## src/rtl/bus_arb_pkg.sv

```systemverilog
// Shared definitions for the round-robin bus arbiter: FSM state codes and
// small helpers for sizing the owner index and converting one-hot vectors.
package bus_arb_pkg;

    localparam logic [1:0] ST_IDLE    = 2'd0;
    localparam logic [1:0] ST_GRANT   = 2'd1;
    localparam logic [1:0] ST_RELEASE = 2'd2;

    // Width needed to index n items, never less than one bit.
    function automatic int clog2_min1(input int n);
        int w;
        w = 1;
        for (int i = 1; i < 31; i++) begin
            if ((32'sd1 <<< i) < n) begin
                w = i + 1;
            end
        end
        return w;
    endfunction

    // Index of the set bit of a one-hot vector (zero when no bit is set).
    function automatic int onehot_to_idx(input logic [31:0] oh);
        int idx;
        idx = 0;
        for (int i = 0; i < 32; i++) begin
            if (oh[i]) begin
                idx = i;
            end
        end
        return idx;
    endfunction

endpackage

```

## src/rtl/bus_arbiter_rr_pick.sv

```systemverilog
// Rotating-priority picker: finds the first requester above ptr, wrapping
// around, so the most recent winner gets the lowest priority.
module rr_pick
    import bus_arb_pkg::*;
#(
    parameter int N    = 4,
    parameter int ID_W = 2
) (
    input  logic [N-1:0]    req,
    input  logic [ID_W-1:0] ptr,
    output logic            found,
    output logic [ID_W-1:0] idx,
    output logic [N-1:0]    onehot
);

    logic [ID_W-1:0] k_s;

    // Scan N positions starting one above the pointer; keep only the first hit
    always_comb begin
        onehot = '0;
        found  = 1'b0;
        k_s    = '0;
        for (int i = 1; i <= N; i++) begin
            k_s = ID_W'((int'(ptr) + i) % N);
            if (!found && req[k_s]) begin
                found       = 1'b1;
                onehot[k_s] = 1'b1;
            end else begin
                found = found;
            end
        end
        idx = ID_W'(onehot_to_idx(32'(onehot)));
    end

endmodule

```

## src/rtl/bus_arbiter_rr.sv

```systemverilog
// Round-robin arbiter for the shared system bus. One owner at a time, owner
// keeps the bus while its request is high, one dead cycle on every handover.
// Optional feature macro: BUS_ARB_TIMEOUT_EN builds a hold counter that
// revokes a grant after MAX_HOLD cycles when another master is waiting;
// without it arb_timeout is constant 0.
module bus_arbiter_rr
    import bus_arb_pkg::*;
#(
    parameter int  N_MASTERS = 4,
    parameter int  MAX_HOLD  = 8,
    localparam int ID_W      = clog2_min1(N_MASTERS)
) (
    input  logic                 clk,
    input  logic                 reset_n,
    input  logic [N_MASTERS-1:0] m_req,
    output logic [N_MASTERS-1:0] m_grant,
    output logic [ID_W-1:0]      grant_id,
    output logic                 bus_busy,
    output logic                 arb_timeout
);

    if ((N_MASTERS < 2) || (MAX_HOLD < 2)) begin : g_param_check
        $error("bus_arbiter_rr: N_MASTERS and MAX_HOLD must both be >= 2");
    end

    logic [1:0]           state_q, state_d;
    logic [N_MASTERS-1:0] grant_q, grant_d;
    logic [ID_W-1:0]      id_q, id_d;
    logic [ID_W-1:0]      ptr_q, ptr_d;
    logic                 busy_q, busy_d;

    logic                 pick_found_s;
    logic [ID_W-1:0]      pick_idx_s;
    logic [N_MASTERS-1:0] pick_onehot_s;
    logic                 grant_issue_s;
    logic                 timeout_s;

    rr_pick #(
        .N    (N_MASTERS),
        .ID_W (ID_W)
    ) u_pick (
        .req    (m_req),
        .ptr    (ptr_q),
        .found  (pick_found_s),
        .idx    (pick_idx_s),
        .onehot (pick_onehot_s)
    );

    // A new grant can only be issued from the free or dead-cycle states
    assign grant_issue_s = ((state_q == ST_IDLE) || (state_q == ST_RELEASE)) && pick_found_s;

    // FSM next state: grant, hold, release with one dead cycle
    always_comb begin
        state_d = state_q;
        grant_d = grant_q;
        id_d    = id_q;
        ptr_d   = ptr_q;
        case (state_q)
            ST_IDLE, ST_RELEASE: begin
                if (grant_issue_s) begin
                    state_d = ST_GRANT;
                    grant_d = pick_onehot_s;
                    id_d    = pick_idx_s;
                    ptr_d   = pick_idx_s;
                end else begin
                    state_d = ST_IDLE;
                    grant_d = '0;
                end
            end
            ST_GRANT: begin
                if (!m_req[id_q]) begin
                    state_d = ST_RELEASE;
                    grant_d = '0;
                end else if (timeout_s) begin
                    state_d = ST_RELEASE;
                    grant_d = '0;
                end else begin
                    state_d = ST_GRANT;
                end
            end
            default: begin
                state_d = ST_IDLE;
                grant_d = '0;
            end
        endcase
        busy_d = |grant_d;
    end

    // Arbiter state and registered outputs
    always_ff @(posedge clk) begin
        if (!reset_n) begin
            state_q <= ST_IDLE;
            grant_q <= '0;
            id_q    <= '0;
            busy_q  <= 1'b0;
            ptr_q   <= ID_W'(N_MASTERS - 1);
        end else begin
            state_q <= state_d;
            grant_q <= grant_d;
            id_q    <= id_d;
            busy_q  <= busy_d;
            ptr_q   <= ptr_d;
        end
    end

`ifdef BUS_ARB_TIMEOUT_EN
    localparam int HC_W = $clog2(MAX_HOLD + 1);

    logic [HC_W-1:0] hold_q, hold_d;
    logic            to_q, to_d;

    // Preempt only a saturated owner while some other master is waiting
    assign timeout_s = (hold_q == HC_W'(MAX_HOLD)) && ((m_req & ~grant_q) != '0);

    // Hold counter: restart on each grant, count ownership cycles, saturate
    always_comb begin
        if (grant_issue_s) begin
            hold_d = HC_W'(1);
        end else if ((state_q == ST_GRANT) && (hold_q != HC_W'(MAX_HOLD))) begin
            hold_d = hold_q + HC_W'(1);
        end else begin
            hold_d = hold_q;
        end
    end

    // Timeout pulse only when the owner is still requesting (a drop wins)
    always_comb begin
        to_d = (state_q == ST_GRANT) && m_req[id_q] && timeout_s;
    end

    // Hold counter and timeout pulse registers
    always_ff @(posedge clk) begin
        if (!reset_n) begin
            hold_q <= '0;
            to_q   <= 1'b0;
        end else begin
            hold_q <= hold_d;
            to_q   <= to_d;
        end
    end

    assign arb_timeout = to_q;
`else
    assign timeout_s   = 1'b0;
    assign arb_timeout = 1'b0;
`endif

    assign m_grant  = grant_q;
    assign grant_id = id_q;
    assign bus_busy = busy_q;

endmodule

```

## config.mk

```make
export PLATFORM = sky130hd
export DESIGN_NAME = bus_arbiter_rr
export DESIGN_NICKNAME = d
export VERILOG_FILES = /design/src/rtl/bus_arb_pkg.sv /design/src/rtl/bus_arbiter_rr_pick.sv /design/src/rtl/bus_arbiter_rr.sv
export SDC_FILE = /design/constraint.sdc
export NUM_CORES = 1
export LEC_CHECK = 0
export CAP_MARGIN = 20
export CORE_ASPECT_RATIO = 1.25
export CORE_UTILIZATION = 35
export CTS_CLUSTER_SIZE = 40
export DETAILED_ROUTE_END_ITERATION = 12
export GPL_ROUTABILITY_DRIVEN = 0
export SLEW_MARGIN = 20
export SYNTH_ARGS = -nofsm -noshare
export SYNTH_HDL_FRONTEND = slang
export SYNTH_SLANG_ARGS = --single-unit
```

## constraint.sdc

```tcl
create_clock -name clk -period 3.9 [get_ports clk]
set_clock_uncertainty 0.05 [all_clocks]
set_input_delay 0.585 -clock clk [delete_from_list [all_inputs] [get_ports clk]]
set_output_delay 0.585 -clock clk [all_outputs]
set_load 0.02 [all_outputs]
```

==> summary.txt <==
Place
  – IO buf count: 12
  – DP HPWL: 1600 um
  – Placed inst area: 1080 sq um

Synthesis
  – Cells after synthesis: 108
  – #FFs+latches synth: 11
  – Top cell type's share of synthesized area: 22.8%
  – Main combinational cell family by area after synthesis: compound AO/OA/AOI/OAI gates
  – Number of synthesized flops with an enable pin: 0
  – Syn Nets: 122
  – Top FF cell, synth: dfxtp_1
  – Compound-Gate Fraction of Synth Area: 22.9%
  – Syn Std Cell Area: 966 sq um
  – Synth area leaders: dfxtp_1 23%, ha_1 10%, mux2i_1 5.2%, nand2_1 3.5%, buf_6 3.5%
  – Cell taking the most area after synthesis: dfxtp_1
  – Post-synthesis sequential area ratio: 22.8%
  – Xor and xnor area share after synthesis: 0%
  – Distinct cells, synth: 45
  – Syn Area/Cell: 8.94 sq um
  – Adder-cell area share of the yosys netlist: 10.4%
  – Ys async rst share: 0%
  – Simple-Gate Fraction of Synth Area: 22.0%
  – Mux share of post-synthesis cell area: 13.7%
  – Yosys warns: 0

Clocking
  – Clk slew on worst S/H paths: 0.06 ns
  – Clock root cell: clkbuf_4
  – Clock Latency Late Sink: 0.26 ns
  – Post-CTS setup buffer count: 0
  – H-tree levels: 1
  – Count of hold-fix buffers inserted at cts: 0
  – Clock sinks: 11
  – Post-CTS resize count: 0
  – CTS buffer count: 3
  – CTS tree: built
  – CTS Buffer Depth: 2

Floorplan
  – Starting Density: 38.2%
  – Placeable core region: 2530 sq um
  – Die H: 60.7 um
  – Row cnt: 20
  – # IOs: 14
  – Die Area: 2980 sq um
  – Die X-Extent: 49.0 um

STA
  – Hold WS: 0.407 ns
  – Final Cycle Share: 81.3%
  – RSZ-0062 raised after global routing: false
  – Setup TNS: 0 ns
  – Final Critical Period: 3.17 ns
  – Fmax: 315 MHz
  – Fin. max-slew vios: 0
  – Relative slew slack: 66.5%
  – Final Hold Viols: 0
  – Slew @ Worst Pin: 0.500 ns
  – Final setup viols: 0

Routing
  – Final ANT Viol Nets: 0
  – 1st-iter DRT viols: 22
  – Via Count: 844
  – Via/cell ratio: 5.59
  – Routed len/inst: 13.9 um
  – First-pass iteration count of the detailed router: 4
  – WL final: 2100 um
  – DRC viols: 0

Status
  – Status: complete, no violations

Cells and area
  – Nets@finish: 133
  – N_diodes: 0
  – Filler instances: 261
  – Cell area after layout: 1100 sq um
  – Most frequent cells in the layout: 12 x clkdlybuf4s50_1, 11 x dfxtp_1, 9 x nand2_1
  – Area delta synth->final: 14.4%
  – Share of cells above drive strength 1: 11.0%
  – Most common cell after layout, fill and taps aside: clkdlybuf4s50_1
  – Final Core Density: 43.7%

Setup path
  – Reg2Reg Setup Slack: 0.73 ns
  – CP delay by family, top: compound AO/OA/AOI/OAI gates
  – Worst Path Buf+Inv: 1
  – RR Endpoint: bus_busy
  – CP Cell Sequence: inv_2 -> ha_1 -> mux2i_1 -> o22ai_1 -> a2111oi_1 -> nor2_1 -> a21boi_0 -> or4b_1
  – Crit-path slowest cell: a2111oi_1
  – CP endpoint kind: flop
  – Critical path class: reg -> reg
  – Peak fanout along the critical path: 10
  – Reg-to-reg critical path startpoint: ptr_q[1]
  – Worst Path Arrival: 3.26 ns
  – Crit start category: flop
  – CP peak stage delay: 0.55 ns
  – FF-to-FF path depth: 8
  – Required time of the critical path: 3.98 ns

Global routing
  – Global-route wire length before repair: 3390 um
  – Total grt overflow: 0
  – All-Layer GR Usage: 14.7%
  – Initial antenna violation count: 0
  – Largest net degree at the start of global routing: 19
  – Vias in the first global route: 760

Flow run
  – Max-cap violation count: 0

Hold path
  – Class of the worst hold path: reg -> reg
  – Hold depth: 1
  – Critical hold path startpoint: state_q[1]
  – Hold Path End: state_q[1]

Power
  – VDD IR max: 0.376 mV
  – Power Dens Cells: 753 nW/um^2
  – Leak pwr: 0.457 nW
==> area by class of cell <==
type	count	area (sq um)	area share (%)
well taps	33	41.3	3.74
clock buffers	4	26.3	2.38
inverters	5	18.8	1.70
repair buffers	13	128	11.6
flip-flops and latches	11	220	19.9
multi-input cells	85	671	60.7
==> worst max-delay path by stage <==
stage,start,end,depth (start not counted)
2_1_floorplan,ptr_q[0],bus_busy,10
3_3_place_gp,ptr_q[1],bus_busy,8
3_5_place_dp,m_req[0],bus_busy,7
4_1_cts,ptr_q[1],bus_busy,8
5_1_grt,ptr_q[1],bus_busy,8
6_report,ptr_q[1],bus_busy,8
==> logic make-up after synthesis <==
logic type                 Yosys count
adders and majority gates            8
AOI/OAI and AO/OA                   26
other                                1
muxes                               10
buffers and inverters               12
DFF                                 11
and+or+nand+nor                     40
==> power by group <==
| part | total [W] | leakage [nW] | internal (W) | switching [W] |
|---|---|---|---|---|
| registers | 0.000192 | 0.0911 | 0.000156 | 0.0000354 |
| clock network | 0.0000730 | 0.0150 | 0.0000395 | 0.0000335 |
| logic | 0.000568 | 0.351 | 0.000254 | 0.000314 |
==> registers in the layout (all words and copies together) (netlist names) <==
register,flops
m_grant,4
ptr_q,2
bus_busy,1
state_q,2
grant_id,2
==> synth_stat cells, drive strengths merged, types with 2 or more instances <==
| cell type | count |
|---|---|
| dfxtp | 11 |
| o211ai | 2 |
| and3 | 4 |
| buf | 7 |
| nand2 | 9 |
| mux2 | 3 |
| nand4 | 2 |
| nand2b | 4 |
| nor2 | 8 |
| ha | 8 |
| o21ai | 2 |
| a32oi | 3 |
| nor3 | 3 |
| o2bb2ai | 2 |
| mux2i | 5 |
| a2111o | 2 |
| mux4 | 2 |
| a221oi | 2 |
| o211a | 2 |
| o22ai | 3 |
| inv | 5 |
==> stage by stage <==
step | setup WS, ns | total power [W] | instances
2_1_floorplan | 0.907 | 0.000606 | 108
3_3_place_gp | 0.709 | 0.000755 | 147
3_5_place_dp | 0.747 | 0.000755 | 147
4_1_cts | 0.745 | 0.000835 | 151
5_1_grt | 0.552 | 0.000898 | 151
6_report | 0.729 | 0.000832 | 151
==> per-layer routing <==
metal | part of all wire, % | global-route usage (%) | up-vias | wire (um)
met5 | 0 | 0 | - | 0
met4 | 0 | 1.26 | 0 | 0
met3 | 2.5 | 3.76 | 0 | 52
met2 | 50 | 27.4 | 10 | 1040
met1 | 48 | 17.8 | 404 | 1000
li1 | - | - | 430 | -
(Power assumes the default switching activity.)
